$ cat src/rtl/tetris_input_pkg.sv
// Shared types for the Tetris input scheduler: command encoding, scan codes,
// repeat-timer states and the fixed arbitration order.
package tetris_input_pkg;

   typedef enum logic [2:0] {
      CMD_NONE   = 3'd0,
      CMD_LEFT   = 3'd1,
      CMD_RIGHT  = 3'd2,
      CMD_DOWN   = 3'd3,
      CMD_ROTATE = 3'd4,
      CMD_DROP   = 3'd5
   } cmd_e;

   typedef enum logic [1:0] {
      RPT_IDLE,
      RPT_DELAY,
      RPT_REPEAT
   } rpt_state_e;

   // Bit positions in key_held / pending vectors; bit i carries command i+1.
   localparam int NUM_KEYS = 5;
   localparam int K_LEFT   = 0;
   localparam int K_RIGHT  = 1;
   localparam int K_DOWN   = 2;
   localparam int K_ROTATE = 3;
   localparam int K_DROP   = 4;

   localparam logic [7:0] KEY_LEFT   = 8'h6B;
   localparam logic [7:0] KEY_RIGHT  = 8'h74;
   localparam logic [7:0] KEY_DOWN   = 8'h72;
   localparam logic [7:0] KEY_ROTATE = 8'h75;
   localparam logic [7:0] KEY_DROP   = 8'h29;
   localparam logic [7:0] KEY_ESC    = 8'h76;

   localparam logic [7:0] KEY_CODES [NUM_KEYS] =
      '{KEY_LEFT, KEY_RIGHT, KEY_DOWN, KEY_ROTATE, KEY_DROP};

   // Highest priority first.
   localparam int PRIO_ORDER [NUM_KEYS] = '{K_DROP, K_ROTATE, K_LEFT, K_RIGHT, K_DOWN};

   function automatic cmd_e pick_cmd(input logic [NUM_KEYS-1:0] pend);
      cmd_e c;
      c = CMD_NONE;
      for (int i = NUM_KEYS - 1; i >= 0; i--) begin
         if (pend[PRIO_ORDER[i]]) c = cmd_e'(3'(PRIO_ORDER[i] + 1));
      end
      return c;
   endfunction

   function automatic logic [NUM_KEYS-1:0] cmd_mask(input cmd_e c);
      logic [NUM_KEYS-1:0] m;
      for (int i = 0; i < NUM_KEYS; i++) m[i] = (c == cmd_e'(3'(i + 1)));
      return m;
   endfunction

endpackage

$ cat src/rtl/key_repeat_timer.sv
// Per-key DAS/ARR auto-repeat: fires on the initial press, then after
// DAS_TICKS ticks, then every ARR_TICKS ticks until released or cleared.
module key_repeat_timer
   import tetris_input_pkg::*;
#(
   parameter int DAS_TICKS = 170,
   parameter int ARR_TICKS = 50
) (
   input  logic clk,
   input  logic reset_n,
   input  logic key_press,
   input  logic key_release,
   input  logic tick,
   input  logic clear,
   output logic fire
);

   localparam int MAX_TICKS = (DAS_TICKS > ARR_TICKS) ? DAS_TICKS : ARR_TICKS;
   localparam int CW        = $clog2(MAX_TICKS + 1);

   rpt_state_e    state_reg;
   logic [CW-1:0] cnt_reg;
   logic          expire;

   assign expire = tick && (state_reg != RPT_IDLE) && (cnt_reg == CW'(1));

   // A key event in the same cycle as a tick takes precedence; the tick is lost.
   always_comb begin
      fire = 1'b0;
      if (!clear && !key_release) begin
         if (key_press) fire = (state_reg == RPT_IDLE);
         else           fire = expire;
      end
   end

   always_ff @(posedge clk) begin
      if (!reset_n) begin
         state_reg <= RPT_IDLE;
         cnt_reg   <= '0;
      end else if (clear || key_release) begin
         state_reg <= RPT_IDLE;
      end else if (key_press) begin
         if (state_reg == RPT_IDLE) begin
            state_reg <= RPT_DELAY;
            cnt_reg   <= CW'(DAS_TICKS);
         end
      end else if (expire) begin
         state_reg <= RPT_REPEAT;
         cnt_reg   <= CW'(ARR_TICKS);
      end else if (tick && (state_reg != RPT_IDLE)) begin
         cnt_reg <= cnt_reg - 1'b1;
      end
   end

endmodule

$ cat src/rtl/tetris_input_scheduler.sv
// PS/2 key events -> arbitrated Tetris commands over valid/ready.
// Optional pause on Esc is enabled by defining TETRIS_INPUT_PAUSE_EN.
module tetris_input_scheduler
   import tetris_input_pkg::*;
#(
   parameter int CLK_HZ    = 50000000,
   parameter int TICK_HZ   = 1000,
   parameter int DAS_TICKS = 170,
   parameter int ARR_TICKS = 50
) (
   input  logic       CLOCK_50,
   input  logic       reset_n,
   input  logic       valid,
   input  logic       makeBreak,
   input  logic [7:0] outCode,
   input  logic       cmd_ready,
   output logic       cmd_valid,
   output logic [2:0] cmd,
   output logic [4:0] key_held,
   output logic       paused
);

   localparam int DIV = CLK_HZ / TICK_HZ;
   localparam int PW  = (DIV > 1) ? $clog2(DIV) : 1;

   logic [PW-1:0]       presc_reg;
   logic                tick;
   logic [NUM_KEYS-1:0] key_hit, key_make, key_break;
   logic [NUM_KEYS-1:0] key_held_reg, pend_reg, pend_next, pend_set, lock_clr, load_mask;
   logic                paused_reg, pause_enter, load;
   logic                cmd_valid_reg;
   cmd_e                cmd_reg, next_cmd;

   // With DIV == 1 the counter sits at 0 and tick is permanently high.
   assign tick = (presc_reg == PW'(DIV - 1));

   always_ff @(posedge CLOCK_50) begin
      if (!reset_n)  presc_reg <= '0;
      else if (tick) presc_reg <= '0;
      else           presc_reg <= presc_reg + 1'b1;
   end

`ifdef TETRIS_INPUT_PAUSE_EN
   logic esc_hit, esc_held_reg;

   assign esc_hit     = valid && (outCode == KEY_ESC);
   assign pause_enter = esc_hit && makeBreak && !esc_held_reg && !paused_reg;

   // Typematic resends of Esc must not re-toggle, so Esc gets its own held flag.
   always_ff @(posedge CLOCK_50) begin
      if (!reset_n) begin
         esc_held_reg <= 1'b0;
         paused_reg   <= 1'b0;
      end else if (esc_hit) begin
         esc_held_reg <= makeBreak;
         if (makeBreak && !esc_held_reg) paused_reg <= ~paused_reg;
      end
   end
`else
   assign paused_reg  = 1'b0;
   assign pause_enter = 1'b0;
`endif

   assign key_make  = key_hit & {NUM_KEYS{makeBreak & ~paused_reg}};
   assign key_break = key_hit & {NUM_KEYS{~makeBreak}};

   // A make on one direction cancels the opposite direction's repeat and pending.
   assign lock_clr = {3'b000, key_make[K_LEFT], key_make[K_RIGHT]};

   for (genvar gi = 0; gi < NUM_KEYS; gi++) begin : g_key
      assign key_hit[gi] = valid && (outCode == KEY_CODES[gi]);
      if (gi <= K_DOWN) begin : g_rpt
         key_repeat_timer #(
            .DAS_TICKS(DAS_TICKS),
            .ARR_TICKS(ARR_TICKS)
         ) u_rpt (
            .clk        (CLOCK_50),
            .reset_n    (reset_n),
            .key_press  (key_make[gi]),
            .key_release(key_break[gi]),
            .tick       (tick),
            .clear      (lock_clr[gi] | pause_enter),
            .fire       (pend_set[gi])
         );
      end else begin : g_edge
         assign pend_set[gi] = key_make[gi] & ~key_held_reg[gi];
      end
   end

   always_ff @(posedge CLOCK_50) begin
      if (!reset_n) key_held_reg <= '0;
      else          key_held_reg <= (key_held_reg | key_make) & ~key_break;
   end

   assign next_cmd  = pick_cmd(pend_reg);
   assign load      = (!cmd_valid_reg || cmd_ready) && !pause_enter;
   assign load_mask = load ? cmd_mask(next_cmd) : '0;

   // New sets are OR'd in last so a set colliding with an accept survives.
   always_comb begin
      pend_next = (pend_reg & ~load_mask & ~lock_clr) | pend_set;
      if (pause_enter) pend_next = '0;
   end

   always_ff @(posedge CLOCK_50) begin
      if (!reset_n) begin
         pend_reg      <= '0;
         cmd_valid_reg <= 1'b0;
         cmd_reg       <= CMD_NONE;
      end else begin
         pend_reg <= pend_next;
         if (load) begin
            cmd_reg       <= next_cmd;
            cmd_valid_reg <= |pend_reg;
         end else if (cmd_valid_reg && cmd_ready) begin
            cmd_reg       <= CMD_NONE;
            cmd_valid_reg <= 1'b0;
         end
      end
   end

   assign cmd_valid = cmd_valid_reg;
   assign cmd       = cmd_reg;
   assign key_held  = key_held_reg;
   assign paused    = paused_reg;

endmodule

$ cat config.mk
export PLATFORM = sky130hd
export DESIGN_NAME = tetris_input_scheduler
export DESIGN_NICKNAME = d
export VERILOG_FILES = /design/src/rtl/tetris_input_pkg.sv /design/src/rtl/key_repeat_timer.sv /design/src/rtl/tetris_input_scheduler.sv
export SDC_FILE = /design/constraint.sdc
export NUM_CORES = 1
export LEC_CHECK = 0
export CORE_MARGIN = 4
export CORE_UTILIZATION = 51
export CTS_BUF_LIST = sky130_fd_sc_hd__clkbuf_2 sky130_fd_sc_hd__clkbuf_4 sky130_fd_sc_hd__clkbuf_8
export CTS_CLUSTER_SIZE = 20
export DETAILED_ROUTE_END_ITERATION = 10
export GPL_TIMING_DRIVEN = 0
export MAX_ROUTING_LAYER = met4
export PLACE_DENSITY = 0.73
export SLEW_MARGIN = 20
export SYNTH_ARGS = -nofsm -noshare
export SYNTH_HDL_FRONTEND = slang
export SYNTH_SLANG_ARGS = --single-unit
$ cat constraint.sdc
create_clock -name CLOCK_50 -period 2.3 [get_ports CLOCK_50]
set_input_delay 0.23 -clock CLOCK_50 [delete_from_list [all_inputs] [get_ports CLOCK_50]]
set_output_delay 0.23 -clock CLOCK_50 [all_outputs]
set_load 0.02 [all_outputs]
Word-level counts from Yosys, hierarchy flattened
Index checks and enable logic that the tools add are counted.
- register bits after elaboration: 60
- bits in latches: 0
- memory bits (writable): 0
- memory bits (read-only): 0
- bits of input ports: 13
- output and inout bits: 10
- logic and storage cells: 134
- memories: 0
- add/sub/neg operators: 4
- $mul: 0
- div/mod/pow operators: 0
- order comparisons: 0
- equal/unequal tests: 17
- shift operators: 0
- muxes and demuxes: 37
- bitwise gates (word level): 19
- reduce and logical (&&, ||, !) cells: 46
- operators by type and width (kind ; count):
    8-bit two-way mux ; 12
    8-bit by 7-bit == test with 1-bit output, second input constant ; 4
    5-bit bitwise AND ; 5
    8-bit by 1-bit == test with 1-bit output, second input constant ; 3
    2-bit two-way mux ; 12
    8-bit by 1-bit subtractor with 8-bit output, second input constant ; 3
    16-bit by 1-bit adder with 16-bit output, second input constant ; 1
    16-bit == test, second input constant ; 1
    1-bit logical AND ; 14
    2-bit nonzero test ; 7
    3-bit two-way mux ; 4
    5-bit NOT ; 2
    5-bit bitwise OR ; 2
    3-bit AND reduction ; 3
    3-bit nonzero test ; 3
    8-bit by 6-bit == test with 1-bit output, second input constant ; 1
    1-bit two-way mux ; 8
    2-bit OR reduction ; 4
    1-bit NOT ; 7
    3-bit by 2-bit == test with 1-bit output, second input constant ; 2
    3-bit == test, second input constant ; 2
    2-bit zero test ; 3
    2-bit by 1-bit != test with 1-bit output, second input constant ; 3
    2-bit AND reduction ; 3
    7 further kinds ; 14

Depth between registers and ports, before layout
- word-level depth: 11
- depth in mapped cells: 8
- depth with buffers taken out: 7

Hierarchy
Synthesis repeated with hierarchy kept, for this count alone.
- cells, all modules: 378
- area total of the unflattened synthesis: 3342.0 µm²
- by module, submodules not included (module ; instances ; cells each ; area an instance (µm²)):
    key_repeat_timer ; 3 ; 72 ; 645.6
    tetris_input_scheduler ; 1 ; 162 ; 1405.1

Worst setup path after synthesis
OpenSTA, ideal clock, no wires.
- path type: register -> register
- from: register presc_reg[5]
- to: register g_key[2].g_rpt.u_rpt.cnt_reg[3]
- setup time: 0.119 ns
- arrival time: 2.287 ns
- required time: 2.181 ns
- slack: -0.106 ns
- cell stages (with the launch flop): 8
- cells stage by stage: dfxtp_1 or4_1 or4_1 buf_6 or3_1 buf_2 o21a_1 o221a_1
- cells in the longest elaborated chain, start to end: 5
- RTL lines (element ; line ; RTL):
    start: declaration ; tetris_input_scheduler.sv:26 ; logic [PW-1:0] presc_reg;
    start signal: assignment ; tetris_input_scheduler.sv:40 ; else presc_reg <= presc_reg + 1'b1;
    16-bit == test * ; tetris_input_scheduler.sv:35 ; assign tick = (presc_reg == PW'(DIV - 1));
    1-bit logical AND * ; key_repeat_timer.sv:25, key_repeat_timer.sv:50 ;
    1-bit logical AND ; key_repeat_timer.sv:25 ; assign expire = tick && (state_reg != RPT_IDLE) && (cnt_reg == CW'(1));
    3-bit nonzero test (no line) / 8-bit two-way mux (equally long branches) ; n/a ;
    3-bit AND reduction (no line) / 8-bit two-way mux (equally long branches) ; n/a ;
    end signal: assignment ; key_repeat_timer.sv:45 ; cnt_reg <= CW'(DAS_TICKS);
    end signal: assignment ; key_repeat_timer.sv:49 ; cnt_reg <= CW'(ARR_TICKS);
    end signal: assignment ; key_repeat_timer.sv:51 ; cnt_reg <= cnt_reg - 1'b1;
    end: declaration ; key_repeat_timer.sv:22 ; logic [CW-1:0] cnt_reg;
Mark *: on every way between the ends. The rest lies on a longest branch, timed or not.
A chain may end at the register's enable or synchronous reset.

Worst setup path in the final report
- from: register presc_reg[4]
- to: register g_key[0].g_rpt.u_rpt.cnt_reg[7]
- cells in the longest elaborated chain, start to end: 5
- RTL lines (element ; line):
    16-bit == test * ; tetris_input_scheduler.sv:35
    1-bit logical AND * ; key_repeat_timer.sv:25, key_repeat_timer.sv:50
    1-bit logical AND ; key_repeat_timer.sv:25
    3-bit nonzero test (no line) / 8-bit two-way mux (equally long branches) ; n/a
    3-bit AND reduction (no line) / 8-bit two-way mux (equally long branches) ; n/a
    end signal: assignment ; key_repeat_timer.sv:45
    end signal: assignment ; key_repeat_timer.sv:49
    end signal: assignment ; key_repeat_timer.sv:51
    end: declaration ; key_repeat_timer.sv:22
Marks and branches as above.

==> impl_metrics.csv <==
group,metric,value,unit
yosys,ys_seq_elements,60,
clocking,cts_max_level,3,
yosys,syn_inst,394,
yosys,synth_area_leaders,"dfxtp_1 38%, nor2_1 5.8%, o21ai_0 4.1%, a21oi_1 3.9%, nand2_1 3.8%",
worst_setup_path,critPathMaxFanout,8,
worst_setup_path,cp.required,2530,ps
place,io_buffers,20,
worst_setup_path,end_kind,"flip-flop",
place,placed_cells,489,
clocking,cts_tree,"yes",
place,placed_area,3480,um2
detailed_routing,first_pass_iters,5,
cells_and_area,area_growth,25.4,%
job,max-cap-violations,0,
cells_and_area,stdcell_area,3990,um2
detailed_routing,wl,7870,um
detailed_routing,highest_layer,"met4",
global_route,grt_pass1_wl,13500,um
global_route,grt_util_all_layers,22.7,%
cells_and_area,nets,459,
place,dpl.hpwl,5250,um
global_route,grt_pass1_vias,2895,
yosys,yosysTopAreaCell,"dfxtp_1",
status,status,"finished, violations left",
worst_setup_path,crit_type,"reg2reg",
timing,setup_viol_count_final,23,
worst_setup_path,slowest_delay,510,ps
yosys,synth_area_per_cell,8.08,um2
worst_setup_path,path_common_cell,"or4_4",
clocking,clk_pin_slew,70,ps
timing,worst_slack,-160,ps
timing,timing.final.crit_period,2460,ps
timing,fmax,0.406,GHz
detailed_routing,drc,0,
clocking,postCtsHoldBufs,0,
timing,rsz0062_at_grt,"true",
clocking,clk-insertion-delay-late,340,ps
global_route,grt_overflow,0,
cells_and_area,drive_gt1_share,15.8,%
timing,skew,11.9,ps
yosys,synth_fp_nets,414,
clocking,numCtsBuffers,9,
floorplan,die_y,87.0,um
worst_hold_path,hold_path.class,"in2reg",
yosys,yosysWarnings,0,
worst_setup_path,crit_buf_inv,2,
status,violations,"setup timing",
clocking,clock_path_buffers,2,
timing,max_slew_margin,46.5,%
detailed_routing,met3_length,406,um
yosys,synth.distinct_cells,55,
yosys,synth-async-reset-ratio,0,%
detailed_routing,ant_nets,0,
floorplan,coreArea,5990,um2
global_route,grt_antenna_before_repair,0,
cells_and_area,largest_reg_flops,24,
detailed_routing,wl_met2,3560,um
timing,hold_viol_final,0,
detailed_routing,avgRoutedWirePerCell,15.2,um
floorplan,rows,28,
yosys,synth-main-ff-cell,"dfxtp_1",
detailed_routing,wl_met1,3730,um
pwr,ir_drop,0.384,mV
yosys,post-synth-top-count-cell,"dfxtp_1",
detailed_routing,via_per_inst,5.99,
cells_and_area,stdcell_count,518,
pwr,cellLeakagePower,1.49,nW
yosys,ys_seq_area_share,37.8,%
cells_and_area,antenna_cells,0,
detailed_routing,vias,3101,
floorplan,die_width,87.0,um
clocking,root_buffer,"clkbuf_8",
worst_setup_path,worstPathCellList,"or4_4 -> or4_4 -> buf_8 -> o41ai_4 -> buf_6 -> o21ai_2 -> a32o_1",
yosys,yosysTopAreaCellShare,37.8,%
worst_setup_path,crit_slowest_cell,"or4_4",
floorplan,die-area,7570,um2
pwr,power.density,524,nW/um2
yosys,synth_edf_count,0,
worst_setup_path,cp.arrival,2690,ps
timing,tightest_slew,799,ps
floorplan,start_util,53.1,%
yosys,synth_area,3180,um2
yosys,synth_common_cells,"60 x dfxtp_1, 49 x nor2_1, 32 x nand2_1",
timing,drv_slew,0,
worst_setup_path,crit_family,"simple AND/OR/NAND/NOR gates",
timing,finalCritPeriodShare,107,%
detailed_routing,dr.first_iter.drc_count,259,
place,globalplace.congestion,0.826,
clocking,cts_sinks,60,
global_route,grt_max_degree,11,
worst_setup_path,startpoint_type,"flip-flop",
floorplan,num_io_pins,23,
[worst paths after layout]
check	start	to	slack [ps]	cells past startpoint
min	reset_n	g_key[0].g_rpt.u_rpt.cnt_reg[2]	390	3
max	presc_reg[4]	g_key[0].g_rpt.u_rpt.cnt_reg[7]	-160	7
min reg2reg	presc_reg[0]	presc_reg[0]	460	1
max reg2reg	presc_reg[4]	g_key[0].g_rpt.u_rpt.cnt_reg[7]	-160	7
[cells by family after synthesis]
group,count (synthesis),share of synthesized area [%]
adder cells (fa/ha/maj),7,2.75
AO/OA/AOI/OAI,94,20.6
AND/OR/NAND/NOR,185,30.4
flip-flops,60,37.8
XOR/XNOR,12,3.30
other,1,0.118
multiplexers,2,0.629
buffers and inverters,33,4.52
[power by group]
part           internal (W)  switching [W]
combinational     0.0000393      0.0000548
clock              0.000534       0.000412
sequential          0.00104     0.00000650
total               0.00162       0.000473
[final cells by class]
class                           count  area [um2]
Multi-Input combinational cell    301        2010
Fill cell                         474        2000
Sequential cell                    60        1210
Timing Repair Buffer               35         324
Clock buffer                       11         145
Tap cell                           75        93.8
Buffer                             13        91.3
Inverter                           19        71.3
Clock inverter                      4        50.0
[tightest hold or removal path, cell delays in order]
cell and delay, ps:
clkbuf_1 220, nand3b_1 160, o22ai_1 70
[layout by cell type, fill, tap and decap left out, drive strengths merged, types with 3 or more instances in the layout]
master         synthesis  final
nand3b                 6      6
inv                   19     19
nand3                 20     20
and2                   5      5
nor4                   3      3
xnor2                  5      5
nor3b                  3      3
and3                  13     13
buf                    4     18
nor2                  49     49
and4                   3      3
dfxtp                 60     60
and4b                  3      3
and3b                  3      3
nand4                 10     10
o211a                  4      4
a21oi                 25     25
o21ai                 27     27
xor2                   7      7
or3                    4      4
ha                     7      7
o21a                   6      6
a31oi                  4      4
clkbuf                10     21
a32o                   4      4
nand2b                 3      3
nand2                 32     32
o22ai                  3      3
nor3                  16     16
clkdlybuf4s50          0     20
or4                    5      5
[per-stage QoR]
| step | power (W) | util (%) | setup WS [ps] | hold slack [ps] | setup TNS (ps) |
|---|---|---|---|---|---|
| floorplan | 0.00112 | - | -101 | 422 | -338 |
| global placement | 0.00116 | 58.1 | -344 | 435 | -6860 |
| detailed placement | 0.00116 | 58.1 | -363 | 459 | -8740 |
| CTS | 0.00209 | 64.9 | -176 | 389 | -3100 |
| global route | 0.00216 | 66.6 | -218 | 453 | -3380 |
| finish | 0.00209 | 66.6 | -160 | 387 | -1790 |
[metal layers]
layer,up-vias,track usage (%)
li1,1529,-
met1,1444,30.1
met3,17,3.41
met4,0,9.35
met2,111,34.4
met5,-,-
[timing repair]
action	CTS	global route
pin swaps	19	15
gates resized for setup	38	13
endpoints found under the setup margin	42	42
setup buffers	8	6
cloned	1	0
hold endpoints to repair	0	0
(Power assumes the default switching activity.)
